`config.mk`:
```
export PLATFORM = sky130hd
export DESIGN_NAME = gpio_bus_arbiter
export DESIGN_NICKNAME = d
export VERILOG_FILES = /design/src/rtl/gpio_bus_arbiter.sv
export SDC_FILE = /design/constraint.sdc
export NUM_CORES = 1
export LEC_CHECK = 0
export BUFFER_PORTS_ARGS = -buffer_cell sky130_fd_sc_hd__buf_2
export CAP_MARGIN = 20
export CORE_ASPECT_RATIO = 0.75
export CORE_MARGIN = 5
export CORE_UTILIZATION = 44
export CTS_BUF_LIST = sky130_fd_sc_hd__clkbuf_2
export CTS_CLUSTER_SIZE = 10
export DETAILED_ROUTE_END_ITERATION = 12
export HOLD_SLACK_MARGIN = 0.15
export PLACE_DENSITY = 0.79
export REMOVE_ABC_BUFFERS = 1
export SYNTH_ARGS = -nofsm -noshare
export SYNTH_HDL_FRONTEND = slang
export SYNTH_SLANG_ARGS = --single-unit
export TNS_END_PERCENT = 1
```
`constraint.sdc`:
```
create_clock -name i_Clk -period 1.6 [get_ports i_Clk]
set_input_delay 0.4 -clock i_Clk [delete_from_list [all_inputs] [get_ports i_Clk]]
set_output_delay 0.4 -clock i_Clk [all_outputs]
set_load 0.005 [all_outputs]
```
`src/rtl/gpio_bus_arbiter.sv`:
```
// Two-master round-robin arbiter sharing one simple-bus slave; one transaction outstanding at a time.
// Latency 3 cycles Req->Ack; masters are backpressured by holding Req until their one-cycle Ack.
module gpio_bus_arbiter #(
  parameter int ADDR_W = 32,
  parameter int DATA_W = 32
) (
  input  logic              i_Clk,
  input  logic              i_Rst_n,
  input  logic              i_M0_Req,
  input  logic              i_M0_Wr,
  input  logic [ADDR_W-1:0] i_M0_Addr,
  input  logic [DATA_W-1:0] i_M0_WData,
  output logic              o_M0_Ack,
  output logic [DATA_W-1:0] o_M0_RData,
  output logic              o_M0_Err,
  input  logic              i_M1_Req,
  input  logic              i_M1_Wr,
  input  logic [ADDR_W-1:0] i_M1_Addr,
  input  logic [DATA_W-1:0] i_M1_WData,
  output logic              o_M1_Ack,
  output logic [DATA_W-1:0] o_M1_RData,
  output logic              o_M1_Err,
  output logic              o_WEnable,
  output logic [ADDR_W-1:0] o_WAddr,
  output logic [DATA_W-1:0] o_WData,
  output logic              o_REnable,
  output logic [ADDR_W-1:0] o_RAddr,
  input  logic [DATA_W-1:0] i_RData,
  input  logic              i_Err,
  output logic [1:0]        o_Grant
);

  typedef enum logic [1:0] {
    IDLE  = 2'd0,
    ISSUE = 2'd1,
    RESP  = 2'd2
  } state_t;

  state_t r_State;
  logic   r_Last;  // index of the master granted most recently
  logic   r_Wr;

  logic              w_AnyReq;
  logic              w_Pick1;
  logic              w_SelWr;
  logic [ADDR_W-1:0] w_SelAddr;
  logic [DATA_W-1:0] w_SelWData;

  // M1 wins when alone, or on a tie when M0 was served last
  assign w_AnyReq   = i_M0_Req | i_M1_Req;
  assign w_Pick1    = i_M1_Req & (~i_M0_Req | ~r_Last);
  assign w_SelWr    = w_Pick1 ? i_M1_Wr    : i_M0_Wr;
  assign w_SelAddr  = w_Pick1 ? i_M1_Addr  : i_M0_Addr;
  assign w_SelWData = w_Pick1 ? i_M1_WData : i_M0_WData;

  always_ff @(posedge i_Clk or negedge i_Rst_n) begin
    if (!i_Rst_n) begin
      r_State    <= IDLE;
      r_Last     <= 1'b1;
      r_Wr       <= 1'b0;
      o_Grant    <= 2'b00;
      o_WEnable  <= 1'b0;
      o_REnable  <= 1'b0;
      o_WAddr    <= '0;
      o_WData    <= '0;
      o_RAddr    <= '0;
      o_M0_Ack   <= 1'b0;
      o_M1_Ack   <= 1'b0;
      o_M0_RData <= '0;
      o_M1_RData <= '0;
      o_M0_Err   <= 1'b0;
      o_M1_Err   <= 1'b0;
    end else begin
      o_M0_Ack <= 1'b0;
      o_M1_Ack <= 1'b0;
      case (r_State)
        IDLE: begin
          if (w_AnyReq) begin
            r_Wr    <= w_SelWr;
            r_Last  <= w_Pick1;
            o_Grant <= w_Pick1 ? 2'b10 : 2'b01;
            // strobe is registered here so it is high exactly during ISSUE
            if (w_SelWr) begin
              o_WEnable <= 1'b1;
              o_WAddr   <= w_SelAddr;
              o_WData   <= w_SelWData;
            end else begin
              o_REnable <= 1'b1;
              o_RAddr   <= w_SelAddr;
            end
            r_State <= ISSUE;
          end
        end
        ISSUE: begin
          o_WEnable <= 1'b0;
          o_REnable <= 1'b0;
          r_State   <= RESP;
        end
        RESP: begin
          if (o_Grant[1]) begin
            o_M1_RData <= r_Wr ? '0 : i_RData;
            o_M1_Err   <= i_Err;
            o_M1_Ack   <= 1'b1;
          end else begin
            o_M0_RData <= r_Wr ? '0 : i_RData;
            o_M0_Err   <= i_Err;
            o_M0_Ack   <= 1'b1;
          end
          o_Grant <= 2'b00;
          r_State <= IDLE;
        end
        default: begin
          o_WEnable <= 1'b0;
          o_REnable <= 1'b0;
          o_Grant   <= 2'b00;
          r_State   <= IDLE;
        end
      endcase
    end
  end

endmodule

```
# Word-level counts from Yosys, hierarchy flattened
# Index checks and enable logic that the tools add are counted.
# Widths: inputs -> output; s select.
# classes
eq_ne,5
n_mux,19
bitwise_logic,9
n_reduce_logical,9
# op_table
operator,count
$mux 32,3
$reduce_and 3->1,4
$mux 1,9
$pmux 2 s2,2
$reduce_and 2->1,4
$mux 2,3
$ne 2x2->1 const B,3
$not 1->1,6
$pmux 1 s2,2
$eq 2x1->1 const B,1
$eq 2x2->1 const B,1
$logic_not 2->1,1
$or 1x1->1,2
$and 1x1->1,1
# word_totals
register_bits,172
inputBits,167
output_inout_bits,168
word_cells,57

# Longest topological paths before layout
# logic_depth
ltp_word,7
mapped_depth,7
depth_no_buf,4

# Worst setup path before layout
# Ideal clock, no wire load.
# synth_timing
path_kind,flip-flop to flip-flop
startpoint,reg r_Last
endpoint,reg o_WAddr[0]
setup_ns,0.121
t_arrival_ns,1.561
t_required_ns,1.479
slack_ns,-0.082
stages_incl_launch_ff,8
path_buffers,3
synth_period_minus_slack_ns,1.682
cell_sequence,dfstp_2 > a21boi_1 > buf_4 > mux2_1 > buf_4 > buf_6 > a21oi_1 > nor2_1
# synth_via
elab_chain_cells,5
elab_cells_between_ends,6
cone_classes,mux (2); bitwise (3); reduce/logical (1)
# synth_lines
item,line_no,rtl
"start, declared",40,logic r_Last;
"start signal, assigned",80,r_Last <= w_Pick1;
$not 1->1 (*),51,assign w_Pick1 = i_M1_Req & (~i_M0_Req | ~r_Last);
$or 1x1->1 (*),51,
$and 1x1->1 (*),51,
$mux 1,52,assign w_SelWr = w_Pick1 ? i_M1_Wr : i_M0_Wr;
$reduce_and 3->1 (no source line),n/a,
"end signal, assigned",85,o_WAddr <= w_SelAddr;
"end, declared",24,"output logic [ADDR_W-1:0] o_WAddr,"
# Every way passes the cells marked *; elsewhere a longest branch is shown, timed or not.
# A chain may end at the register's enable or synchronous reset.

# Worst setup path after layout
# layout_timing
startpoint,reg o_M0_RData[12]
endpoint,out o_M0_RData[12]
# layout_lines
item,line_no,rtl
"start, declared",14,"output logic [DATA_W-1:0] o_M0_RData,"
"start signal, assigned",105,o_M0_RData <= r_Wr ? '0 : i_RData;
# No word-level cell between the ends.

==> metrics.md <==
| Metric | Value |
|---|---|
| Design Power | 17.3 mW |
| Slew Limit Fails | 0 |
| Max-Cap Viols | 0 |
| Critical-path cell list | buf_2 |
| RSZ-0062 raised after global routing | yes |
| Flops & latches, synth | 172 |
| Worst setup SP type | flop |
| Post-Syn Instances | 717 |
| Instance count on the critical path | 1 |
| Worst r2r src | r_Last |
| Crit path max-delay family | flip-flops |
| List of most frequent post-synthesis cells | dfrtp_1 (171), a21oi_1 (103), nor2_1 (74) |
| Max_slew headroom | 0.502 |
| Die ar. | 19,300 um2 |
| Tcrit/Tclk final | 1.09 |
| Largest stage delay on the critical path | 0.47 ns |
| Power Density | 1530 nW/um2 |
| Vias in the first global route | 8,250 |
| Initial DRC count | 760 |
| Net switching power figure | 7.02 mW |
| Initial Utilization | 0.452 |
| Largest cells by area after synthesis | dfrtp_1 (59%), a21oi_1 (7.0%), o22ai_1 (5.5%) |
| Max VDD drop | 779 uV |
| Count leader, synth | dfrtp_1 |
| Ports | 335 |
| Die width | 159 um |
| Main synth FF type | dfrtp_1 |
| CP endpoint kind | primary output |
| Final setup viols | 186 |
| Grt total ovfl | 0 |
| Maximum number of pins on one net before global-route repair | 67 |
| TritonRoute pass-1 iters | 7 |
| Worst setup path class | reg2out |
| Initial antenna violation count | 1 |
| Gr usage total | 0.281 |
| Vias | 7,842 |
| Seq pwr share | 0.422 |
| Core area | 16,200 um2 |
| WL per Instance | 19.4 um |
| Critical Path Start | o_M0_RData[12] |
| Status | finished with violations |
| Pint | 10.3 mW |
| RePlAce Congestion | 0.831 |
| DP Area | 9390 um2 |
| Leakage power | 5.42 nW |
| Worst-margin pin slew | 0.745 ns |
| Bufs and invs on worst path | 1 |
| Num rows | 40 |
| Yosys Warn Count | 0 |
| Synth Cell Area | 7310 um2 |
| # DRC | 0 |
| Power share of the clock group | 0.130 |
| Distinct cells, synth | 28 |
| Final net count | 1,375 |
| CTS H-tree depth | 4 |
| Top cell type's share of synthesized area | 0.585 |
| Comb pwr share | 0.448 |
| Seq/Total Area, Yosys | 0.589 |
| Design Area, Final | 11,400 um2 |
| Switching Fraction | 0.405 |
| Slowest cell on crit path | dfrtp_1 |
| R2r setup slk | -0.09 ns |
| PnR worst setup slack | -0.146 ns |
| Vias per cell | 5.47 |
| Max frequency | 573 MHz |
| Register-to-Register Path Depth | 6 |
| Post-synth top area cell | dfrtp_1 |
| Clock Root Buffer | clkbuf_2 |
| DP HPWL | 16.6 mm |
| Hold Path Class | in2async |
| Worst R2R End | o_WData[16] |
| Fraction of registers with async set/reset | 1.00 |
| Die height | 122 um |
| FILL cells | 1,105 |
| Reg clk slew, reported paths | 0.27 ns |
| Number of flops mapped to enable cells by yosys | 0 |
| Clk_lat worst skew | 0.73 ns |
| IO Port Bufs | 334 |
| Area delta synth->final | 55.3% |
| Clock buffer depth | 2 |
| Worst-path maximum fanout | 2 |
| Antenna viol nets, final | 0 |
| Syn avg cell area | 10.2 um2 |
| Final hold violation count | 0 |
| Fin crit period | 1.75 ns |
| Layout cell share with drive strength beyond 1 | 0.358 |
| CTS buffer count | 17 |
| # clock sinks | 172 |
| Routed WL | 27.8 mm |
| CTS tree | done |
| Failing checks | setup timing |
| CP arrival | 1.35 ns |
| Clk_skew | 0.0497 ns |
| First-pass GRT wire length | 43.7 mm |
| WP data required | 1.20 ns |
## power by group through the flow
stage | clock network (mW) | registers [mW] | logic (mW)
after floorplan | 0 | 7.32 | 2.91
after global placement | 0 | 7.22 | 6.91
after detailed placement | 0 | 7.28 | 7.13
after CTS | 2.27 | 7.21 | 7.50
after global routing | 2.48 | 7.53 | 8.45
final | 2.25 | 7.31 | 7.76
## registers in the layout (all words and copies together), names as in the netlist, 2 cells and up
signal	count
r_State	2
o_M1_RData	32
o_RAddr	32
o_M0_RData	32
o_WAddr	32
o_Grant	2
o_WData	32
## per-layer routing
| layer | track usage | wire (um) | part of all wire | vias to the layer above |
|---|---|---|---|---|
| met5 | 0 | 0 | 0 | - |
| met4 | 0.129 | 1210 | 0.043 | 0 |
| met3 | 0.0785 | 2440 | 0.088 | 96 |
| met2 | 0.468 | 13700 | 0.49 | 464 |
| met1 | 0.344 | 10500 | 0.38 | 3786 |
| li1 | - | - | - | 3496 |
## logic make-up after synthesis
family | after synthesis | synth area share
mux | 35 | 0.0500
simple gates | 181 | 0.107
flops | 172 | 0.589
compound gates | 266 | 0.211
buf+inv | 63 | 0.0436
## cell type report
class / instances / area [um2] / area share
well taps: 210 / 263 / 0.0231
clock inverters: 14 / 136 / 0.0120
flip-flops and latches: 172 / 4310 / 0.379
repair buffers: 531 / 3800 / 0.335
diodes: 2 / 5.00 / 0.000441
inverters: 4 / 15.0 / 0.00132
clock buffers: 18 / 90.1 / 0.00793
multi-input cells: 482 / 2740 / 0.241
## worst max path at each step
stage | slack [ns] | end
4_1_cts | -0.21 | o_M0_RData[5]
5_1_grt | -0.27 | o_WData[14]
3_5_place_dp | -0.16 | o_WAddr[6]
2_1_floorplan | -3.53 | o_RAddr[0]
3_3_place_gp | -0.13 | o_WData[24]
6_report | -0.15 | o_M0_RData[12]
## repair_timing
action | 4_1_cts | 5_1_grt
gates resized for setup | 5 | 9
setup endpoints to repair | 188 | 257
hold buffers | 166 | 0
hold endpoints to repair | 336 | 0
buffers inserted | 1 | 0
## per-stage QoR
stage,hold slack (ns),setup WS [ns],util,TNS [ns],std cells
final,0.247,-0.146,0.702,-16.08,1433
after global routing,0.198,-0.273,0.702,-38.98,1432
after CTS,0.151,-0.207,0.700,-27.33,1431
after detailed placement,0.262,-0.156,0.581,-10.79,1232
after global placement,0.260,-0.133,0.581,-8.17,1232
after floorplan,0.104,-3.53,-,-338.77,658
## placed cells by master (no fill, tap or decap), types with 2 or more instances in the layout
cell type,instances
a21oi_1,101
a21oi_2,31
buf_12,15
buf_2,329
buf_4,13
buf_6,7
clkbuf_2,18
clkinv_2,2
clkinv_4,5
dfrtp_1,171
diode_2,2
dlygate4sd3_1,166
inv_1,4
inv_6,3
inv_8,2
mux2i_1,32
nand2_1,68
nand2b_1,33
nand3b_1,2
nor2_1,73
o21ai_0,65
o22ai_1,63
No activity file was read; power rests on OpenSTA's default activity.
